--- src/rtl/alu_pkg.sv ---
// Shared opcodes, FSM states and helpers for the sequential EX-stage ALU.
// MUL/DIVU/REMU are the iterative ops; everything else completes in one cycle.
package alu_pkg;

  localparam logic [3:0] OP_AND  = 4'b0000;
  localparam logic [3:0] OP_OR   = 4'b0001;
  localparam logic [3:0] OP_ADD  = 4'b0010;
  localparam logic [3:0] OP_XOR  = 4'b0011;
  localparam logic [3:0] OP_SLTU = 4'b0101;
  localparam logic [3:0] OP_SUB  = 4'b0110;
  localparam logic [3:0] OP_SLT  = 4'b0111;
  localparam logic [3:0] OP_SLL  = 4'b1000;
  localparam logic [3:0] OP_SRL  = 4'b1001;
  localparam logic [3:0] OP_SRA  = 4'b1010;
  localparam logic [3:0] OP_MUL  = 4'b1100;
  localparam logic [3:0] OP_DIVU = 4'b1110;
  localparam logic [3:0] OP_REMU = 4'b1111;

  typedef enum logic [1:0] {
    ST_IDLE = 2'd0,
    ST_BUSY = 2'd1,
    ST_DONE = 2'd2
  } state_t;

  function automatic logic is_mdu_op(
    input logic [3:0] op
  );
    return (op == OP_MUL) ||
           (op == OP_DIVU) ||
           (op == OP_REMU);
  endfunction

endpackage

--- src/rtl/seq_muldiv_unit.sv ---
// Iterative shift-add multiplier and restoring divider, one bit per cycle.
// done is raised during the last iteration; result then shows the final value.
module seq_muldiv_unit
  import alu_pkg::*;
#(
  parameter int N = 32
) (
  input  logic         clk,
  input  logic         rst,
  input  logic         start,
  input  logic [3:0]   op,
  input  logic [N-1:0] a,
  input  logic [N-1:0] b,
  output logic         done,
  output logic [N-1:0] result
);

  localparam int CW = $clog2(N);

  logic          run;
  logic [CW-1:0] cnt;
  logic [3:0]    op_q;
  logic [N-1:0]  acc;
  logic [N-1:0]  sh;
  logic [N-1:0]  opd;
  logic [N-1:0]  acc_nx;
  logic [N-1:0]  sh_nx;
  logic [N-1:0]  opd_nx;
  logic [N:0]    part;
  logic [N:0]    trial;
  logic          fits;

  // MUL: acc=product, sh=multiplier, opd=multiplicand.
  // DIV: acc=remainder, sh=dividend/quotient, opd=divisor.
  always_comb begin
    part   = {acc, sh[N-1]};
    trial  = part - {1'b0, opd};
    fits   = (part >= {1'b0, opd});
    acc_nx = acc;
    sh_nx  = sh;
    opd_nx = opd;
    if (op_q == OP_MUL) begin
      acc_nx = sh[0] ? acc + opd : acc;
      sh_nx  = sh >> 1;
      opd_nx = opd << 1;
    end else begin
      acc_nx = fits ? trial[N-1:0] : part[N-1:0];
      sh_nx  = {sh[N-2:0], fits};
    end
  end

  assign done   = run && (cnt == CW'(N-1));
  assign result = (op_q == OP_DIVU) ? sh_nx : acc_nx;

  always_ff @(posedge clk or negedge rst) begin
    if (!rst) begin
      run  <= 1'b0;
      cnt  <= '0;
      op_q <= '0;
      acc  <= '0;
      sh   <= '0;
      opd  <= '0;
    end else if (start) begin
      run  <= 1'b1;
      cnt  <= '0;
      op_q <= op;
      acc  <= '0;
      sh   <= (op == OP_MUL) ? b : a;
      opd  <= (op == OP_MUL) ? a : b;
    end else if (run) begin
      acc <= acc_nx;
      sh  <= sh_nx;
      opd <= opd_nx;
      cnt <= cnt + 1'b1;
      if (done) begin
        run <= 1'b0;
      end
    end
  end

endmodule

--- src/rtl/seq_alu.sv ---
// Handshaked EX-stage ALU: single-cycle logic/arith/shift ops plus an
// optional iterative MUL/DIVU/REMU path, with registered result and flags.
module seq_alu
  import alu_pkg::*;
#(
  parameter int N      = 32,
  parameter bit EN_MDU = 1'b1
) (
  input  logic         clk,
  input  logic         rst,
  input  logic         in_valid,
  output logic         in_ready,
  input  logic [3:0]   sel,
  input  logic [N-1:0] A,
  input  logic [N-1:0] B,
  output logic         out_valid,
  input  logic         out_ready,
  output logic [N-1:0] ALUout,
  output logic         ZeroFlag,
  output logic         NegFlag,
  output logic         CarryFlag,
  output logic         OvfFlag
);

  localparam int SW = $clog2(N);

  state_t        state;
  logic          accept;
  logic          mdu_go;
  logic          md_start;
  logic          md_done;
  logic [N-1:0]  md_result;
  logic [SW-1:0] shamt;
  logic [N:0]    sum;
  logic [N:0]    dif;
  logic [N-1:0]  res;
  logic          c;
  logic          v;

  assign accept   = in_valid && in_ready;
  assign mdu_go   = EN_MDU && is_mdu_op(sel);
  assign md_start = accept && mdu_go;
  assign shamt    = B[SW-1:0];

  // SUB as A + ~B + 1 so the carry out reads as "no borrow".
  assign sum = {1'b0, A} + {1'b0, B};
  assign dif = {1'b0, A} + {1'b0, ~B} + {{N{1'b0}}, 1'b1};

  always_comb begin
    res = '0;
    c   = 1'b0;
    v   = 1'b0;
    unique case (sel)
      OP_AND:  res = A & B;
      OP_OR:   res = A | B;
      OP_XOR:  res = A ^ B;
      OP_ADD: begin
        res = sum[N-1:0];
        c   = sum[N];
        v   = (A[N-1] == B[N-1]) && (sum[N-1] != A[N-1]);
      end
      OP_SUB: begin
        res = dif[N-1:0];
        c   = dif[N];
        v   = (A[N-1] != B[N-1]) && (dif[N-1] != A[N-1]);
      end
      OP_SLT:  res = {{(N-1){1'b0}}, $signed(A) < $signed(B)};
      OP_SLTU: res = {{(N-1){1'b0}}, A < B};
      OP_SLL:  res = A << shamt;
      OP_SRL:  res = A >> shamt;
      OP_SRA:  res = $unsigned($signed(A) >>> shamt);
      default: res = '0;
    endcase
  end

  generate
    if (EN_MDU) begin : g_mdu
      seq_muldiv_unit #(
        .N(N)
      ) u_muldiv (
        .clk   (clk),
        .rst   (rst),
        .start (md_start),
        .op    (sel),
        .a     (A),
        .b     (B),
        .done  (md_done),
        .result(md_result)
      );
    end else begin : g_no_mdu
      assign md_done   = 1'b0;
      assign md_result = '0;
    end
  endgenerate

  always_ff @(posedge clk or negedge rst) begin
    if (!rst) begin
      state     <= ST_IDLE;
      in_ready  <= 1'b1;
      out_valid <= 1'b0;
      ALUout    <= '0;
      ZeroFlag  <= 1'b0;
      NegFlag   <= 1'b0;
      CarryFlag <= 1'b0;
      OvfFlag   <= 1'b0;
    end else begin
      unique case (state)
        ST_IDLE: begin
          if (accept) begin
            in_ready <= 1'b0;
            if (mdu_go) begin
              state <= ST_BUSY;
            end else begin
              state     <= ST_DONE;
              out_valid <= 1'b1;
              ALUout    <= res;
              ZeroFlag  <= (res == '0);
              NegFlag   <= res[N-1];
              CarryFlag <= c;
              OvfFlag   <= v;
            end
          end
        end
        ST_BUSY: begin
          if (md_done) begin
            state     <= ST_DONE;
            out_valid <= 1'b1;
            ALUout    <= md_result;
            ZeroFlag  <= (md_result == '0);
            NegFlag   <= md_result[N-1];
            CarryFlag <= 1'b0;
            OvfFlag   <= 1'b0;
          end
        end
        ST_DONE: begin
          if (out_ready) begin
            state     <= ST_IDLE;
            out_valid <= 1'b0;
            in_ready  <= 1'b1;
          end
        end
        default: begin
          state     <= ST_IDLE;
          out_valid <= 1'b0;
          in_ready  <= 1'b1;
        end
      endcase
    end
  end

endmodule

--- config.mk ---
export PLATFORM = sky130hd
export DESIGN_NAME = seq_alu
export DESIGN_NICKNAME = d
export VERILOG_FILES = /design/src/rtl/alu_pkg.sv /design/src/rtl/seq_muldiv_unit.sv /design/src/rtl/seq_alu.sv
export SDC_FILE = /design/constraint.sdc
export NUM_CORES = 1
export LEC_CHECK = 0
export ABC_AREA = 1
export CAP_MARGIN = 40
export CORE_ASPECT_RATIO = 1.25
export CORE_MARGIN = 1
export CORE_UTILIZATION = 55
export DETAILED_ROUTE_END_ITERATION = 10
export PLACE_DENSITY = 0.74
export RECOVER_POWER = 25
export SLEW_MARGIN = 20
export SYNTH_ARGS = -nofsm -noshare
export SYNTH_HDL_FRONTEND = slang
export SYNTH_SLANG_ARGS = --single-unit
--- constraint.sdc ---
create_clock -name clk -period 3.2 [get_ports clk]
set_clock_uncertainty 0.15 [all_clocks]
set_input_delay 0.32 -clock clk [delete_from_list [all_inputs] [get_ports clk]]
set_output_delay 0.32 -clock clk [all_outputs]
set_load 0.05 [all_outputs]
==> flow_summary_export.csv, run 1 <==
group,metric,value,unit
grt,gr-total-overflow,44,
synthesis,synth.most_common_cell,"nand2_1",
grt,grt_pass1_vias,36535,
synthesis,yosysWarningCount,0,
grt,grt_max_degree,78,
floorplanning,io_pins,110,
synthesis,ys.flop_type,"dfrtp_1",
synthesis,synth_cell_types,54,
status,status,"stopped before the end",
placed_design,io_buffers,109,
status,first-error,"[ERROR GRT-0116] Global routing finished with congestion. Check the congestion regions in the DRC Viewer.",
synthesis,synthArstFlopShare,1.00,
clock_network,cts_buffers,17,
clock_network,cts_sinks,145,
synthesis,ys_ff_latch,145,
synthesis,ys_seq_area_frac,0.158,
floorplanning,start_util,0.557,
floorplanning,num_rows,83,
synthesis,synth-edff-count,0,
synthesis,synthTopCellsByArea,"nand2_1, dfrtp_1, inv_1, ha_1, nand3_1",
floorplanning,die_y,230,µm
clock_network,cts_buffer_depth,2,
synthesis,syn_inst,4134,
status,haltStage,"global routing (5_1_grt)",
synthesis,yosys.area.top_type,"nand2_1",
synthesis,yosysTopAreaCellShare,0.216,
clock_network,cts_root_buffer,"clkbuf_16",
placed_design,post_dp_cell_area,31000,µm²
floorplanning,die_width,185,µm
grt,grt_pass1_wl,229000,µm
synthesis,synth.avg_cell_area,5.54,µm²
placed_design,gp_congestion,1.28,
synthesis,synth_nets,4375,
grt,grt.total_usage,0.717,
placed_design,hpwl,99100,µm
synthesis,synth.cell_area,22900,µm²
placed_design,dp_slack,-713,ps
clock_network,cts-htree-levels,4,
synthesis,yosys-top-cells-count,"nand2_1, inv_1, nand3_1",
-- routing by layer --
layer | GRT usage | GRT overflow
met5 | 0.0412 | 0
met4 | 0.745 | 24
met3 | 0.501 | 0
met2 | 0.921 | 19
met1 | 0.727 | 1
-- metrics by stage --
stage,util,instances
global placement,0.752,5511
floorplan,-,4134
detailed placement,0.753,5512
CTS,0.784,5581
-- cell families after synthesis --
family          count (synthesis)  share of synthesized area
compound gates                822                      0.205
flops                         145                      0.158
mux                             4                    0.00175
buf+inv                       747                      0.127
fa+ha+maj                     169                     0.0936
xor+xnor                       10                    0.00382
simple gates                 2237                      0.410
-- repair_timing --
item | CTS
endpoints found under the setup margin | 2
hold endpoints to repair | 72
setup buffers | 36
cloned | 1
hold buffers | 1
pin swaps | 53
resized for setup | 94
==> inputs of run 2 (changes only) <==
--- a/config.mk
+++ b/config.mk
@@ -7,11 +7,10 @@
 export LEC_CHECK = 0
 export ABC_AREA = 1
 export CAP_MARGIN = 40
-export CORE_ASPECT_RATIO = 1.25
 export CORE_MARGIN = 1
-export CORE_UTILIZATION = 55
+export CORE_UTILIZATION = 40
 export DETAILED_ROUTE_END_ITERATION = 10
-export PLACE_DENSITY = 0.74
+export PLACE_DENSITY_LB_ADDON = 0.15
 export RECOVER_POWER = 25
 export SLEW_MARGIN = 20
 export SYNTH_ARGS = -nofsm -noshare
==> flow_summary_export.csv, run 2 <==
group,metric,value,unit
critical_path,critical_path_class,"in -> reg",
synthesis,synth.avg_cell_area,5.54,µm²
critical_path,crit_required,3480,ps
placed_design,dp_slack,-865,ps
detailed_routing,drt_wl_total,134000,µm
finish,final_common_cell,"nand2_1",
placed_design,post_dp_cell_area,32500,µm²
power_and_ir_drop,seqPwrFrac,0.101,
synthesis,synth_nets,4375,
synthesis,synth.most_common_cell,"nand2_1",
finish,syn2layout_area_growth,53.6,%
grt,grt_max_degree,68,
power_and_ir_drop,ir_drop,0.845,mV
critical_path,r2r_cells,28,
floorplanning,die_y,241,µm
power_and_ir_drop,pwr-share-clk,0.059,
placed_design,post-place-cells,5869,
timing,slew_headroom,-0.214,
worst_hold_path,hold_class,"reg -> reg",
timing,max_freq,0.291,GHz
timing,finalHoldViolations,0,
power_and_ir_drop,powerDensity,980,nW/µm²
finish,final_core_util,0.623,
detailed_routing,drtPass1Iterations,8,
critical_path,startpoint,"A[30]",
clock_network,cts_sinks,145,
finish,instances_no_fill,5958,
status,status,"finished with violations",
timing,slew_viol_final,68,
grt,gr-total-overflow,0,
synthesis,synth.cell_area,22900,µm²
status,violations,"capacitance limit, slew limit, setup timing",
synthesis,synth_cell_types,54,
detailed_routing,vias,33186,
synthesis,ys.flop_type,"dfrtp_1",
grt,grt_pass1_vias,31094,
timing,finalCriticalPeriod,3440,ps
detailed_routing,drt_iter0_drc,3352,
detailed_routing,drtAntennaViolNets,0,
grt,antenna_found_initial,2,
power_and_ir_drop,p_comb_frac,0.840,
grt,use_met3,0.0907,
critical_path,endpoint,"ZeroFlag",
floorplanning,start_util,0.406,
clock_network,cts.clk_slew.worst_paths,70,ps
placed_design,hpwl,109000,µm
grt,grt_pass1_wl,190000,µm
timing,rsz0062_at_grt,"yes",
synthesis,yosysWarningCount,0,
synthesis,yosysTopAreaCellShare,0.216,
detailed_routing,vias_per_cell,5.57,
power_and_ir_drop,power.leakage,18.6,nW
floorplanning,io_pins,110,
clock_network,cts_buffer_depth,2,
grt,grt.total_usage,0.450,
finish,nNetsFinal,5430,
power_and_ir_drop,p_int,16.5,mW
flow_run,cap_violations,1,
clock_network,cts_root_buffer,"clkbuf_16",
synthesis,syn_inst,4134,
floorplanning,core_region_area,56500,µm²
critical_path,crit_arrival,3710,ps
synthesis,synthTopCellsByArea,"nand2_1, dfrtp_1, inv_1, ha_1, nand3_1",
critical_path,crit_fanout,4,
clock_network,cts-htree-levels,4,
power_and_ir_drop,p_total,34.5,mW
detailed_routing,remaining_drc_errors,0,
critical_path,r2r-start,"g_mdu.u_muldiv.acc[23]",
grt,busiest_layer,"met2",
timing,finalCritPeriodShare,1.07,
power_and_ir_drop,switchingPower,18.0,mW
finish,diodes,0,
power_and_ir_drop,switching_share,0.523,
critical_path,start_kind,"input pin",
placed_design,gp_congestion,1.11,
grt,use_met1,0.532,
grt,grtUsageMet2,0.715,
synthesis,yosys.area.top_type,"nand2_1",
detailed_routing,wl_per_cell,22.6,µm
synthesis,synth-edff-count,0,
synthesis,ys_seq_area_frac,0.158,
clock_network,cts_tree,"built",
timing,finalWorstSetupSlack,-236,ps
synthesis,yosys-top-cells-count,"nand2_1, inv_1, nand3_1",
clock_network,insertion_delay,500,ps
synthesis,synthArstFlopShare,1.00,
floorplanning,die_width,241,µm
finish,mostFrequentLayoutCells,"nand2_1, buf_4, inv_1, nand3_1, o21ai_0",
synthesis,ys_ff_latch,145,
placed_design,io_buffers,109,
timing,worstMarginPinSlew,1820,ps
critical_path,reg2reg_slack,-220,ps
timing,finalSetupViolations,2,
critical_path,r2r_end,"ZeroFlag",
floorplanning,num_rows,87,
floorplanning,die-area,58200,µm²
finish,fillers,5557,
finish,drive_above_1_share,0.291,
critical_path,crit_path_end_kind,"register",
clock_network,cts_buffers,17,
finish,design_area,35200,µm²
[run 2: cell counts after synthesis]
Identical to the previous run, type by type.
[run 2: worst min path at each step]
stage                      startpoint                endpoint  slack [ps]  depth (start not counted)
3_3_place_gp                      rst  g_mdu.u_muldiv.acc[29]         230                          1
4_1_cts                           rst  g_mdu.u_muldiv.acc[29]         290                          2
2_1_floorplan                     rst               ALUout[0]        -130                          0
6_report       g_mdu.u_muldiv.op_q[2]  g_mdu.u_muldiv.op_q[2]         330                          1
5_1_grt        g_mdu.u_muldiv.op_q[2]  g_mdu.u_muldiv.op_q[2]         350                          1
3_5_place_dp                      rst  g_mdu.u_muldiv.acc[29]         230                          1
[run 2: layout make-up]
cell class,instances,area [µm²],area share
Multi-Input combinational cell,3242,18000,0.512
Timing Repair Buffer,1215,9910,0.282
Sequential cell,145,3630,0.103
Inverter,568,2140,0.0608
Tap cell,756,946,0.0269
Clock buffer,18,429,0.0122
Clock inverter,14,123,0.00348
[run 2: cells by family after synthesis]
logic type      count (synthesis)  synth area share
buf+inv                       747             0.127
mux                             4           0.00175
fa+ha+maj                     169            0.0936
simple gates                 2237             0.410
compound gates                822             0.205
flops                         145             0.158
xor+xnor                       10           0.00382
[run 2: power by group through the flow]
stage	sequential [mW]	clock [mW]	combinational [mW]
after CTS	3.39	2.05	25.5
after global placement	3.37	0	23.8
after floorplan	4.04	0	10.9
after global routing	3.56	2.11	30.9
final	3.47	2.05	29.0
after detailed placement	3.38	0	24.0
[run 2: worst max-delay path, cell delays in order]
cell,delay (ps)
clkdlybuf4s50_1,400
buf_4,210
buf_4,180
nand2_1,70
o21ai_0,200
or2_2,350
nand3_1,150
nand2_1,100
nand2_1,70
nand2_1,60
nand2_1,90
a21oi_1,90
buf_4,190
nor2_1,290
nand2_1,180
nor2_1,120
nand2_1,50
nor2_1,130
buf_4,150
nand4_1,110
nand2_2,110
nand2_1,50
nand2_1,50
[run 2: stage by stage]
step                hold WS, ps  TNS [ps]
global placement            226     -7710
floorplan                  -126         0
detailed placement          235     -8470
global route                353     -3140
finish                      329      -255
CTS                         287      -170
[run 2: metal layers]
metal / share of wire / up-vias / routed length (µm)
met5: 0.00041 / - / 55
met4: 0.092 / 4 / 12400
met3: 0.092 / 455 / 12400
met2: 0.44 / 1705 / 58900
met1: 0.38 / 15332 / 50800
li1: - / 15690 / -
[run 2: timing repair]
| item | 4_1_cts | 5_1_grt |
|---|---|---|
| buffers inserted | 19 | 38 |
| endpoints found under the hold margin | 63 | 0 |
| resized for setup | 130 | 294 |
| endpoints found under the setup margin | 14 | 18 |
| pin swaps | 47 | 118 |
| hold buffers | 1 | 0 |
Note: power is estimated with default switching activity, not from simulation.
==> inputs of run 3 (changes only) <==
--- a/config.mk
+++ b/config.mk
@@ -8,7 +8,7 @@
 export ABC_AREA = 1
 export CAP_MARGIN = 40
 export CORE_MARGIN = 1
-export CORE_UTILIZATION = 40
+export CORE_UTILIZATION = 55
 export DETAILED_ROUTE_END_ITERATION = 10
 export PLACE_DENSITY_LB_ADDON = 0.15
 export RECOVER_POWER = 25
==> flow_summary_export.csv, run 3 <==
group,metric,value,unit
synthesis,synthTopCellsByArea,"nand2_1, dfrtp_1, inv_1, ha_1, nand3_1",
grt,gr-total-overflow,322,
synthesis,yosys.area.top_type,"nand2_1",
floorplanning,num_rows,74,
synthesis,yosys-top-cells-count,"nand2_1, inv_1, nand3_1",
clock_network,cts-htree-levels,4,
floorplanning,io_pins,110,
grt,grt.total_usage,0.849,
timing,grt-worst-endpoint,"ZeroFlag$_DFFE_PN0P_/D",
synthesis,synth.cell_area,22900,µm²
floorplanning,die_y,206,µm
placed_design,post-place-cells,5476,
clock_network,cts_buffer_depth,2,
grt,grt_max_degree,84,
status,first-error,"[ERROR GRT-0232] Routing congestion too high. Check the congestion heatmap in the GUI.",
synthesis,yosysWarningCount,0,
synthesis,yosysTopAreaCellShare,0.216,
clock_network,cts_root_buffer,"clkbuf_16",
clock_network,cts_buffers,17,
status,status,"stopped before the end",
floorplanning,start_util,0.560,
synthesis,synth-edff-count,0,
synthesis,syn_inst,4134,
synthesis,synth.avg_cell_area,5.54,µm²
synthesis,ys_seq_area_frac,0.158,
timing,endpoint_type,"register input",
synthesis,synthArstFlopShare,1.00,
clock_network,cts_sinks,145,
status,haltStage,"global routing (5_1_grt)",
placed_design,io_buffers,109,
placed_design,gp_congestion,1.14,
synthesis,ys.flop_type,"dfrtp_1",
synthesis,ys_ff_latch,145,
floorplanning,die_width,206,µm
synthesis,synth_cell_types,54,
synthesis,synth_nets,4375,
synthesis,synth.most_common_cell,"nand2_1",
placed_design,hpwl,96400,µm
-- run 3: cell counts after synthesis --
Identical to the previous run, type by type.
-- run 3: kinds of logic after synthesis --
kind of cell / after synthesis / share of synthesized area
adders and majority gates: 169 / 0.0936
xor gates and xnor gates: 10 / 0.00382
DFF: 145 / 0.158
muxes: 4 / 0.00175
AOI/OAI and AO/OA: 822 / 0.205
and+or+nand+nor: 2237 / 0.410
buffers and inverters: 747 / 0.127
-- run 3: layer usage --
layer | GRT overflow | global-route usage
met4 | 106 | 0.847
met3 | 13 | 0.748
met2 | 190 | 0.972
met5 | 1 | 0.537
met1 | 12 | 0.837
-- run 3: per-stage QoR --
step	setup TNS, ps	instance area [µm²]	util	hold slack, ps	setup slack (ps)
after floorplan	0	22900	-	-126	67.4
after global placement	-5340	30800	0.752	293	-687
after detailed placement	-6710	30800	0.752	302	-764
after CTS	-129	32400	0.792	337	-70.1
-- run 3: what timing repair did --
item                                    CTS
pin swaps                                74
hold buffers                              1
gates resized for setup                 141
gates cloned                              1
setup buffers                            58
hold endpoints to repair                 80
endpoints found under the setup margin    4
==> RTL change: new RTL, flow settings as in run 2 <==
Encoding of `state_t`: now one-hot (3 bits for 3 states).
--- a/src/rtl/alu_pkg.sv
+++ b/src/rtl/alu_pkg.sv
@@ -16,10 +16,10 @@
   localparam logic [3:0] OP_DIVU = 4'b1110;
   localparam logic [3:0] OP_REMU = 4'b1111;
 
-  typedef enum logic [1:0] {
-    ST_IDLE = 2'd0,
-    ST_BUSY = 2'd1,
-    ST_DONE = 2'd2
+  typedef enum logic [2:0] {
+    ST_IDLE = 3'b001,
+    ST_BUSY = 3'b010,
+    ST_DONE = 3'b100
   } state_t;
 
   function automatic logic is_mdu_op(
Formal check against the unedited RTL: same outputs for any inputs over 4 cycles, from zero or initial values and one cycle with rst low; so few cycles prove little.
==> RTL change against run 2 <==
The flow still finishes with violations (capacitance limit, slew limit, setup timing). Area after synthesis up 0.86%. Sequential cell count increased by 1. First-iteration DRC count rose by 8.8%. Design area about the same. Clock power is 9% higher. Combinational power is 7% higher. Power increased by 6.3%. Wire length increased by 6.4%. Worst setup slack got worse by 0.0016 ns. Global-route usage grew 2.0 points. Sequential share of layout area rose by 0.085 points. Critical path depth did not move. Cell count down 0.22%.
==> RTL change: results (changes against run 2) <==
status: finished with violations
failing checks: capacitance limit, slew limit, setup timing
worst vdd ir: 1010 uV (+20%)
detailed-route via count: 33900 (+2.3%)
Layout fillers: 5486 (-1.3%)
setup tns final: -0.262 ns (-0.00713 ns)
Setup crit start: g_mdu.u_muldiv.opd[2]
Area contributors post-synth: nand2_1, dfrtp_1, nand3_1
max-cap violations: 1 (unchanged)
met2 Usage GRT: 0.725 (+0.00958)
initial antenna violation count: 6 (+4)
Placer Congestion: 1.06 (-4.4%)
fraction of layout cells with a size suffix above 1: 0.297 (+0.00593)
hold depth: 4 (+3)
Starting DRT DRC Count: 3646 (+8.8%)
Slew HR: -0.0563 (+0.158)
hold_sp: A[0]
Min-Delay Endpoint: g_mdu.u_muldiv.opd[0]
syn_nets: 4386 (+0.25%)
first-pass GRT wire length: 205000 um (+7.5%)
clock root buffer: clkbuf_16
Synth Area in XOR/XNOR: 0.00417 (+0.000346)
PostCTS Resize Cnt: 229 (+76%)
final hold slack: 0.225 ns (-0.104 ns)
met3 usage: 0.119 (+0.0284)
pre-CTS WS: -0.876 ns (-0.0111 ns)
synth cell count leaders: nand2_1, inv_1, nand3_1, nor2_1, o21ai_0
Post-Syn Instances: 4145 (+0.27%)
Final Max Slew Viols: 62 (-8.8%)
synth warn: 0 (unchanged)
Total GRT Usage: 0.471 (+0.0203)
worst reg-to-reg path cell count: 23 (-18%)
Post-Synth Adder-Cell Area: 0.0928 (-0.000800)
final worst slack: -0.238 ns (-0.00165 ns)
Leak: 0.0187 uW (+0.49%)
Routed WL: 143000 um (+6.4%)
GRT met1 Usage: 0.566 (+0.0336)
largest net degree at the start of global routing: 64 (-5.9%)
post-CTS setup buffers: 31 (+12)
Yosys cell types: 52 (-3.7%)
crit path max-delay cell type: dfrtp_1
final setup fails: 2 (unchanged)
DP Wirelength: 116000 um (+6.4%)
hold_buf cts: 1 (unchanged)
reg2reg setup slack: -0.24 ns (-0.02 ns)
H-tree depth: 4 (unchanged)
Worst Hold Class: primary input to flip-flop
Worst Path Arrival: 3.72 ns (about the same)
-- RTL change: cell type report --
| cell class | instances | area (um2) | area share |
|---|---|---|---|
| multi-input combinational | 3230 | 18200 | 0.517 |
| timing repair buffer | 1193 | 9550 | 0.271 |
| sequential | 146 | 3660 | 0.104 |
| inverter | 588 | 2210 | 0.0628 |
| tap | 756 | 946 | 0.0269 |
| clock buffer | 17 | 425 | 0.0121 |
| clock inverter | 15 | 191 | 0.00544 |
-- RTL change: power breakdown --
| group | total (uW) | switching [uW] | internal (uW) |
|---|---|---|---|
| Sequential | 3570 | 778 | 2800 |
| Clock | 2240 | 1060 | 1190 |
| Combinational | 30900 | 18000 | 12900 |
| Total | 36700 | 19800 | 16900 |
-- RTL change: metal layers --
metal | part of all wire | vias up
met1 | 0.38 | 15700
met4 | 0.092 | 6
met2 | 0.42 | 1978
li1 | - | 15700
met5 | 0.00028 | -
met3 | 0.10 | 579
